`config.mk`:
```
export PLATFORM = sky130hd
export DESIGN_NAME = dual_lane_dispatcher
export DESIGN_NICKNAME = d
export VERILOG_FILES = /design/src/rtl/dual_lane_dispatcher.sv
export SDC_FILE = /design/constraint.sdc
export NUM_CORES = 1
export LEC_CHECK = 0
export ABC_AREA = 1
export CAP_MARGIN = 10
export CORE_ASPECT_RATIO = 0.8
export CORE_MARGIN = 2
export CORE_UTILIZATION = 50
export DETAILED_ROUTE_END_ITERATION = 8
export HOLD_SLACK_MARGIN = 0.08
export PLACE_DENSITY = 0.72
export SLEW_MARGIN = 0
export SYNTH_ARGS = -nofsm -noshare
export SYNTH_HDL_FRONTEND = slang
export SYNTH_SLANG_ARGS = --single-unit
```
`constraint.sdc`:
```
create_clock -name clk -period 4 [get_ports clk]
set_clock_uncertainty 0.2 [all_clocks]
set_input_delay 0.6 -clock clk [delete_from_list [all_inputs] [get_ports clk]]
set_output_delay 0.6 -clock clk [all_outputs]
set_load 0.005 [all_outputs]
```
`src/rtl/dual_lane_dispatcher.sv`:
```
// dual_lane_dispatcher: steers fetched instructions into two lane FIFOs using overrides, a register ownership scoreboard and lane occupancy.
// Define DISPATCH_STATS_EN to add saturating issue_cnt1/issue_cnt2/stall_cnt outputs.
`timescale 1ns/1ps
module dual_lane_dispatcher #(
    parameter int DEPTH  = 8,
    parameter int PEND_W = 3
) (
    input  logic        clk,
    input  logic        reset,
    input  logic [31:0] instr,
    input  logic        in_valid,
    output logic        in_ready,
    input  logic        fifo1_pop,
    input  logic        fifo2_pop,
    input  logic        wb1_en,
    input  logic [4:0]  wb1_addr,
    input  logic        wb2_en,
    input  logic [4:0]  wb2_addr,
    output logic        FIFO_1_en,
    output logic        FIFO_2_en,
    output logic [31:0] instr_out,
`ifdef DISPATCH_STATS_EN
    output logic [15:0] issue_cnt1,
    output logic [15:0] issue_cnt2,
    output logic [15:0] stall_cnt,
`endif
    output logic        dep_stall
);
    localparam int OW = $clog2(DEPTH) + 1;
    localparam logic [OW-1:0] FULL = OW'(DEPTH);
    localparam logic [PEND_W-1:0] PMAX = '1;

    typedef enum logic [1:0] {ISSUE, STALL_FULL, STALL_DEP} state_t;

    state_t state;
    logic [PEND_W-1:0] cnt [32];
    logic [31:0] owner;
    logic [31:0] inc;
    logic [31:0] dec;
    logic [OW-1:0] occ1;
    logic [OW-1:0] occ2;
    logic rr_next;

    logic [1:0] ovr;
    logic [4:0] src_a;
    logic [4:0] src_b;
    logic [4:0] dest;
    logic own_a;
    logic own_b;
    logic own_d;
    logic any_own;
    logic forced;
    logic conflict;
    logic dep_conf;
    logic dep_lane;
    logic bal_lane;
    logic balanced;
    logic lane;
    logic room;
    logic dest_ok;
    logic acc;

    assign ovr   = instr[28:27];
    assign src_a = instr[20:16];
    assign src_b = instr[15:11];
    assign dest  = instr[4:0];

    // Register 0 is never tracked, so it can never own or conflict.
    assign own_a   = src_a != 5'd0 && cnt[src_a] != '0;
    assign own_b   = src_b != 5'd0 && cnt[src_b] != '0;
    assign own_d   = dest  != 5'd0 && cnt[dest]  != '0;
    assign any_own = own_a || own_b || own_d;

    assign conflict = (own_a && own_b && owner[src_a] != owner[src_b]) ||
                      (own_a && own_d && owner[src_a] != owner[dest]) ||
                      (own_b && own_d && owner[src_b] != owner[dest]);

    assign forced   = ovr[1];
    assign dep_conf = !forced && conflict;
    assign dep_lane = own_a ? owner[src_a] : own_b ? owner[src_b] : owner[dest];
    assign bal_lane = occ1 < occ2 ? 1'b0 : occ2 < occ1 ? 1'b1 : rr_next;
    assign balanced = !forced && !any_own;
    assign lane     = forced ? ovr[0] : any_own ? dep_lane : bal_lane;

    assign room     = (lane ? occ2 : occ1) < FULL;
    assign dest_ok  = dest == 5'd0 || cnt[dest] != PMAX;
    assign in_ready = !reset && !dep_conf && room && dest_ok;
    assign acc      = in_valid && in_ready;
    assign dep_stall = state == STALL_DEP;

    always_comb begin
        inc = '0;
        dec = '0;
        for (int i = 1; i < 32; i++) begin
            inc[i] = acc && dest == 5'(i);
            dec[i] = cnt[i] != '0 && ((wb1_en && wb1_addr == 5'(i) && !owner[i]) ||
                                      (wb2_en && wb2_addr == 5'(i) && owner[i]));
        end
    end

    // A same-cycle accept and matching retire cancel in the count, while the owner moves to the new lane.
    always_ff @(posedge clk) begin
        for (int i = 0; i < 32; i++) begin
            if (reset || i == 0) begin
                cnt[i]   <= '0;
                owner[i] <= 1'b0;
            end else begin
                cnt[i] <= cnt[i] + PEND_W'(inc[i]) - PEND_W'(dec[i]);
                if (inc[i])
                    owner[i] <= lane;
            end
        end
    end

    always_ff @(posedge clk) begin
        if (reset) begin
            state     <= ISSUE;
            FIFO_1_en <= 1'b0;
            FIFO_2_en <= 1'b0;
            instr_out <= '0;
            occ1      <= '0;
            occ2      <= '0;
            rr_next   <= 1'b0;
        end else begin
            state     <= (in_valid && dep_conf) ? STALL_DEP :
                         (in_valid && !in_ready) ? STALL_FULL : ISSUE;
            FIFO_1_en <= acc && !lane;
            FIFO_2_en <= acc && lane;
            if (acc)
                instr_out <= instr;
            if (acc && balanced)
                rr_next <= !rr_next;
            occ1 <= occ1 + OW'(acc && !lane) - OW'(fifo1_pop && occ1 != '0);
            occ2 <= occ2 + OW'(acc && lane) - OW'(fifo2_pop && occ2 != '0);
        end
    end

`ifdef DISPATCH_STATS_EN
    always_ff @(posedge clk) begin
        if (reset) begin
            issue_cnt1 <= '0;
            issue_cnt2 <= '0;
            stall_cnt  <= '0;
        end else begin
            if (FIFO_1_en && issue_cnt1 != 16'hffff)
                issue_cnt1 <= issue_cnt1 + 16'd1;
            if (FIFO_2_en && issue_cnt2 != 16'hffff)
                issue_cnt2 <= issue_cnt2 + 16'd1;
            if (in_valid && !in_ready && stall_cnt != 16'hffff)
                stall_cnt <= stall_cnt + 16'd1;
        end
    end
`endif
endmodule
```
==> results.toml, run 1 <==
[status]
status = "complete, no violations"

[global_route]
grt_pass1_wl_microns = 77400
grt_use_total_pct = 38.4
overflow = 0
grt_max_degree = 68
grt_pass1_vias = 13600
antenna_found_initial = 0

[logic_synthesis]
synth_edf_count = 0
ys_ff_latch = 169
async_reset_ff_share_pct = 0
synth_flop_cell = "dfxtp_1"
yosysSeqAreaShare_pct = 26.8
ys_warn_count = 0
syn_area_sq_um = 12600
avgSynthCellArea_sq_um = 6.27
netlist_instances = 2013
syn-num-nets = 2171
ys_types = 41

[worst_setup_path]
cp_slowest_cell = "fa_1"
crit_arrival_ns = 4.08
crit_path_start_kind = "input pin"
path_class = "input pin to flop"
r2r.worst_path.cells = 26
cp_slowest_stage_delay_ns = 0.41
worst_path_most_repeated_cell = "nand2_2"
cp_max_fo = 8
critPathRequiredTime_ns = 4.13
end_kind = "flop"

[routing]
wl_per_cell_microns = 20.3
vias = 14500
wl_microns = 52200
final_antenna_net_count = 0
drt-vias-per-instance = 5.61
drcViolationCount = 0
drtIter0Drc = 1933
drtPass1Iterations = 6

[place]
place_area_sq_um = 14900
dpl_worst_slack_ns = -1.27
gp_congestion = 1.09
io_buffers = 84
place_hpwl_microns = 37800

[finish]
design_area_sq_um = 16800
fill_cells = 2190
area_growth_pct = 33.1
drive_above_1_share_pct = 19.2
diodes = 0
nets = 2403

[floorplanning]
die_h_microns = 146
io_pins = 85
initial_core_util_pct = 51.4
die-area_sq_um = 26500
die_width_microns = 182
row_count = 51
core_area_sq_um = 24600

[hold_path]
min_path_cells = 2
hp-class = "flop to flop"

[cts]
cts_buffer_depth = 2
path_clk_slew_ns = 0.07
cts-htree-levels = 4
cts-root-buf = "clkbuf_16"
cts_tree = "done"
cts_made_buffers = 17
cts.sinks = 169
insertion_delay_ns = 0.46

[timing]
setup_viol = 0
finalHoldViolCount = 0
fmax_ghz = 0.253
finalWorstSetupSlack_ns = 0.0455
period_share_pct = 98.9
slew_headroom_pct = 45.1
worst_pin_slew_ns = 0.823
drv_slew = 0
period_minus_slack_ns = 3.95

[run]
max-cap-violations = 0

[power]
power_density_nw_per_um2 = 297
worst_ir_drop_vdd_mv = 0.318
leakage_nw = 7.90
## cell families after synthesis
kind of cell | count (synthesis) | share of synthesized area (%)
flops | 169 | 26.8
buf+inv | 406 | 13.1
xor+xnor | 41 | 2.85
simple gates | 1103 | 36.4
compound gates | 185 | 8.07
fa+ha+maj | 109 | 12.8
## stage by stage
stage          instances  utilization [%]  hold WS [ns]  setup TNS [ns]  power, mW
2_1_floorplan       2013                -         0.253               0       2.51
3_3_place_gp        2509             60.8         0.259         -103.64       3.03
3_5_place_dp        2509             60.8         0.266         -114.58       3.06
4_1_cts             2565             66.1         0.276               0       4.86
5_1_grt             2576             68.3         0.301           -1.31       5.17
6_report            2576             68.3         0.270               0       4.98
## critical path, delay by kind of cell
| kind | cells | cell delay [ns] |
|---|---|---|
| simple gates | 16 | 1.46 |
| buf+inv | 6 | 0.73 |
| fa+ha+maj | 2 | 0.56 |
| compound gates | 4 | 0.51 |
| xor+xnor | 1 | 0.17 |
## state kept, by name (all words and copies together), names as in the netlist
register	flops
occ2	4
rr_next	1
state	2
cnt	93
occ1	4
FIFO_2_en	1
owner	31
FIFO_1_en	1
instr_out	32
## layout by cell type (no fill, tap or decap), types with 5 or more instances in the layout
cell type,netlist,layout
buf_4,12,161
clkbuf_16,0,20
nor2_1,370,346
xnor2_1,10,10
a21oi_2,1,9
a21oi_1,77,64
clkdlybuf4s50_1,0,71
inv_2,4,15
nand2_2,5,23
fa_1,33,15
inv_8,0,5
xor2_2,0,8
buf_6,6,20
nor2_4,5,15
dfxtp_1,169,169
a21oi_4,0,5
nand3_1,207,173
inv_1,313,296
fa_2,0,18
nand3_2,1,31
nand4_1,27,27
nand2_1,470,445
o21ai_0,61,47
a21boi_0,17,16
inv_6,0,6
a22oi_1,6,6
nor2_2,2,16
buf_12,0,22
ha_1,76,64
nand2_4,3,7
ha_2,0,9
nor3_1,7,5
o21ai_1,12,25
xor2_1,31,23
clkinvlp_4,0,5
## cell type report
class | instances | area [sq um] | area share, %
clock inverters | 13 | 113 | 0.671
clock buffers | 19 | 443 | 2.64
flip-flops and latches | 169 | 3380 | 20.1
multi-input cells | 1438 | 8280 | 49.3
inverters | 322 | 1260 | 7.48
repair buffers | 297 | 2920 | 17.4
well taps | 318 | 398 | 2.37
## worst paths after layout
check,endpoint,from,slack [ns]
max,cnt[6][2],instr[1],0.05
min,instr_out[4],instr_out[4],0.27
min reg2reg,instr_out[4],instr_out[4],0.27
max reg2reg,cnt[6][2],cnt[20][2],0.13
## synthesized netlist by cell type (6+ instances only)
library cell  number  area [sq um]
xnor2_1           10          87.6
o21ai_0           61           305
xor2_1            31           272
nand3_1          207          1040
a21oi_1           77           385
ha_1              76           951
a22oi_1            6          45.0
a21boi_0          17           128
clkbuf_1          33           124
nand4_1           27           169
inv_1            313          1170
nand2_1          470          1760
buf_4             12          90.1
o21ai_1           12          60.1
fa_1              33           661
buf_2             26           130
nor2_1           370          1390
buf_6              6          67.6
nor3_1             7          35.0
dfxtp_1          169          3380
## report_power, final
group | switching (mW) | total (mW) | internal, mW
Combinational | 0.850 | 1.51 | 0.657
Sequential | 0.0562 | 1.83 | 1.77
Clock | 0.814 | 1.65 | 0.832
## metal layers
metal  GRT usage (%)  vias up  routed length (microns)
met4            16.0        0                     2390
met2            57.7      916                    21800
met1            51.1     6644                    21000
li1                -     6709                        -
met5               0        -                        0
met3            11.8      193                     7040
## repair_timing
action                                  in CTS  in global routing
endpoints found under the setup margin     121                 70
cloned                                       6                  3
gates resized for setup                    156                135
hold buffers                                 0                  0
buffers inserted                            19                  8
pin swaps                                   41                 34
Power figures use the tool's default switching activity.
==> run 2, diff against run 1 <==
--- a/config.mk
+++ b/config.mk
@@ -13,6 +13,7 @@
 export DETAILED_ROUTE_END_ITERATION = 8
 export HOLD_SLACK_MARGIN = 0.08
 export PLACE_DENSITY = 0.72
+export SETUP_SLACK_MARGIN = 0.5
 export SLEW_MARGIN = 0
 export SYNTH_ARGS = -nofsm -noshare
 export SYNTH_HDL_FRONTEND = slang
==> constraint.sdc (replaced) <==
create_clock -name clk -period 3.4 [get_ports clk]
set_clock_uncertainty 0.2 [all_clocks]
set_input_delay 0.51 -clock clk [delete_from_list [all_inputs] [get_ports clk]]
set_output_delay 0.51 -clock clk [all_outputs]
set_load 0.005 [all_outputs]
==> run 2 against run 1 <==
  * The flow now finishes with violations (setup timing)
  * Global-route usage is 4.6 points higher
  * Routed wire length increased by 15%
  * Total power up 32%
  * Largest power group is now combinational logic
  * Critical path depth up 3
  * Critical endpoint is now cnt[9][2]
  * Combinational power is 51% higher
  * Core utilization is 10 points higher
  * Sequential cell count is the same
  * Sequential power up 17%
  * First-iteration DRC count rose by 34%
  * Final cell count increased by 8.1%
  * Via count grew 10%
  * Hold slack worse by 0.072 ns
==> results.toml, run 2 (synthesis results as in run 1) <==
[floorplanning]
initial_core_util_pct = 51.4
row_count = 51
io_pins = 85
die-area_sq_um = 26500
die_width_microns = 182
core_area_sq_um = 24600
die_h_microns = 146

[worst_setup_path]
r2r_start = "cnt[25][1]"
crit_path_start_kind = "input pin"
critPathRequiredTime_ns = 3.54
r2r.worst_path.cells = 30
critPathLaunch = "instr[0]"
cp_slowest_stage_delay_ns = 0.26
path_class = "input pin to flop"
cp_max_fo = 8
r2r_slack_ns = -0.58
cp.depth = 32
cp-endpoint = "cnt[9][2]"
crit_buf_inv = 10
worst_path_most_repeated_cell = "nand2_2"
timing.rr.end = "cnt[9][2]"
cp_slowest_cell = "o21ai_0"
cp_top_family = "simple AND/OR/NAND/NOR gates"
crit_arrival_ns = 4.14
end_kind = "flop"

[power]
p_int_mw = 4.33
totalPowerFinal_mw = 6.57
pwr-share-clk_pct = 32.7
p_sw_share_pct = 34.0
p_sw_mw = 2.24
p_comb_share_pct = 34.7
leakage_nw = 9.01
worst_ir_drop_vdd_mv = 0.432
power_density_nw_per_um2 = 340
seqPwrFrac_pct = 32.6

[place]
gp_congestion = 1.10
place_hpwl_microns = 41900
io_buffers = 84
dp.cells = 2678
dpl_worst_slack_ns = -1.45

[cts]
cts-root-buf = "clkbuf_16"
insertion_delay_ns = 0.47
cts.sinks = 169
cts_buffer_depth = 2
cts-htree-levels = 4
postCtsHoldBufs = 0
cts_made_buffers = 17
path_clk_slew_ns = 0.08
cts_tree = "done"

[routing]
final_antenna_net_count = 0
drtIter0Drc = 2591
met2_wirelength_microns = 25000
drt-met1-wl_microns = 23700
wl_microns = 59900
drt-vias-per-instance = 5.72
wl_per_cell_microns = 21.5
dr_wl_met3_microns = 8110
routed.top_layer = "met4"
drcViolationCount = 0
vias = 15900
drtPass1Iterations = 7

[finish]
final_cell_mix = "421 x nand2_1, 335 x buf_4, 317 x nor2_1"
top_regs = "cnt: 93 flops, instr_out: 32 flops, owner: 31 flops"
drive_above_1_share_pct = 32.0
nets = 2611
largest-register = "cnt"
final_common_cell = "nand2_1"
largest_register_ffs = 93
layoutNonFillerInstCount = 2785
area_growth_pct = 53.1
fin_util_pct = 78.6
fill_cells = 1706

[timing]
grt_setup_unrepaired = "yes"
worst_hold_slack_ns = 0.198
period_minus_slack_ns = 4.00
finalWorstSetupSlack_ns = -0.602
drv_slew = 0
slew_headroom_pct = 38.7
period_share_pct = 118
fmax_ghz = 0.250
worst_pin_slew_ns = 0.919
finalHoldViolCount = 0
setup_viol = 91

[run]
max-cap-violations = 0

[hold_path]
hp-class = "input pin to flop"

[global_route]
overflow = 0
grt_pass1_wl_microns = 86000
grt_max_degree = 71
grt_use_total_pct = 43.0
antenna_found_initial = 1
grt_pass1_vias = 14900

[status]
violations = "setup timing"
status = "complete, but fails checks"
run 2: changes by cell type in the layout (fill, tap and decap cells not counted), moves of 11 or more:
cell     previous run  this run
nor2_2             16        34
buf_6              20        43
fa_2               18        31
nor2_1            346       317
nor2_4             15        26
fa_1               15         2
buf_4             161       335
nand2_1           445       421
ha_1               64        43
inv_2              15        64
inv_1             296       244
ha_4                3        28
nand2_2            23        39
run 2: final cells by class:
class | instances | area (sq um) | share of cell area, %
multi-input cells | 1438 | 8940 | 46.3
repair buffers | 504 | 4680 | 24.2
repair inverters | 1 | 8.76 | 0.0453
flip-flops and latches | 169 | 3380 | 17.5
inverters | 322 | 1280 | 6.64
diodes | 1 | 2.50 | 0.0130
well taps | 318 | 398 | 2.06
clock buffers | 18 | 439 | 2.27
clock inverters | 14 | 183 | 0.945
run 2: per-stage QoR:
stage                     cell area [sq um]  setup TNS (ns)
final                                 19300          -32.33
after global routing                  19300          -45.80
after CTS                             18500          -13.50
after detailed placement              16500         -156.39
after global placement                16500         -143.55
after floorplan                       13000           -6.62
run 2: worst min path at each step:
stage,startpoint,endpoint,slack (ns),cells after the start
after global placement,instr_out[7],instr_out[7],0.26,2
after detailed placement,instr_out[4],instr_out[4],0.27,2
after floorplan,owner[19],owner[19],0.25,2
after global routing,reset,state[0],0.20,4
final,reset,state[0],0.20,4
after CTS,reset,state[0],0.15,4
run 2: worst min-delay path, delay by kind of cell:
family          cells  cell delay (ns)
buf+inv             1             0.13
simple gates        2             0.12
compound gates      1             0.05
run 2: repair_timing:
action,in CTS,in global routing
pin swaps,89,85
buffers inserted,37,30
gates cloned,5,2
setup endpoints to repair,169,167
resized for setup,263,170
run 2: per-layer routing:
metal	track usage, %	vias up
met1	58.7	7366
met2	63.4	1211
met4	19.8	0
li1	-	7133
met3	11.7	233
met5	0	-
run 2: power by group through the flow:
stage          Combinational [mW]  Sequential (mW)  Clock [mW]
3_3_place_gp                 1.55             2.18           0
5_1_grt                      2.39             2.15        2.21
2_1_floorplan               0.858             2.18           0
6_report                     2.28             2.14        2.15
3_5_place_dp                 1.59             2.18           0
4_1_cts                      1.96             2.14        2.15
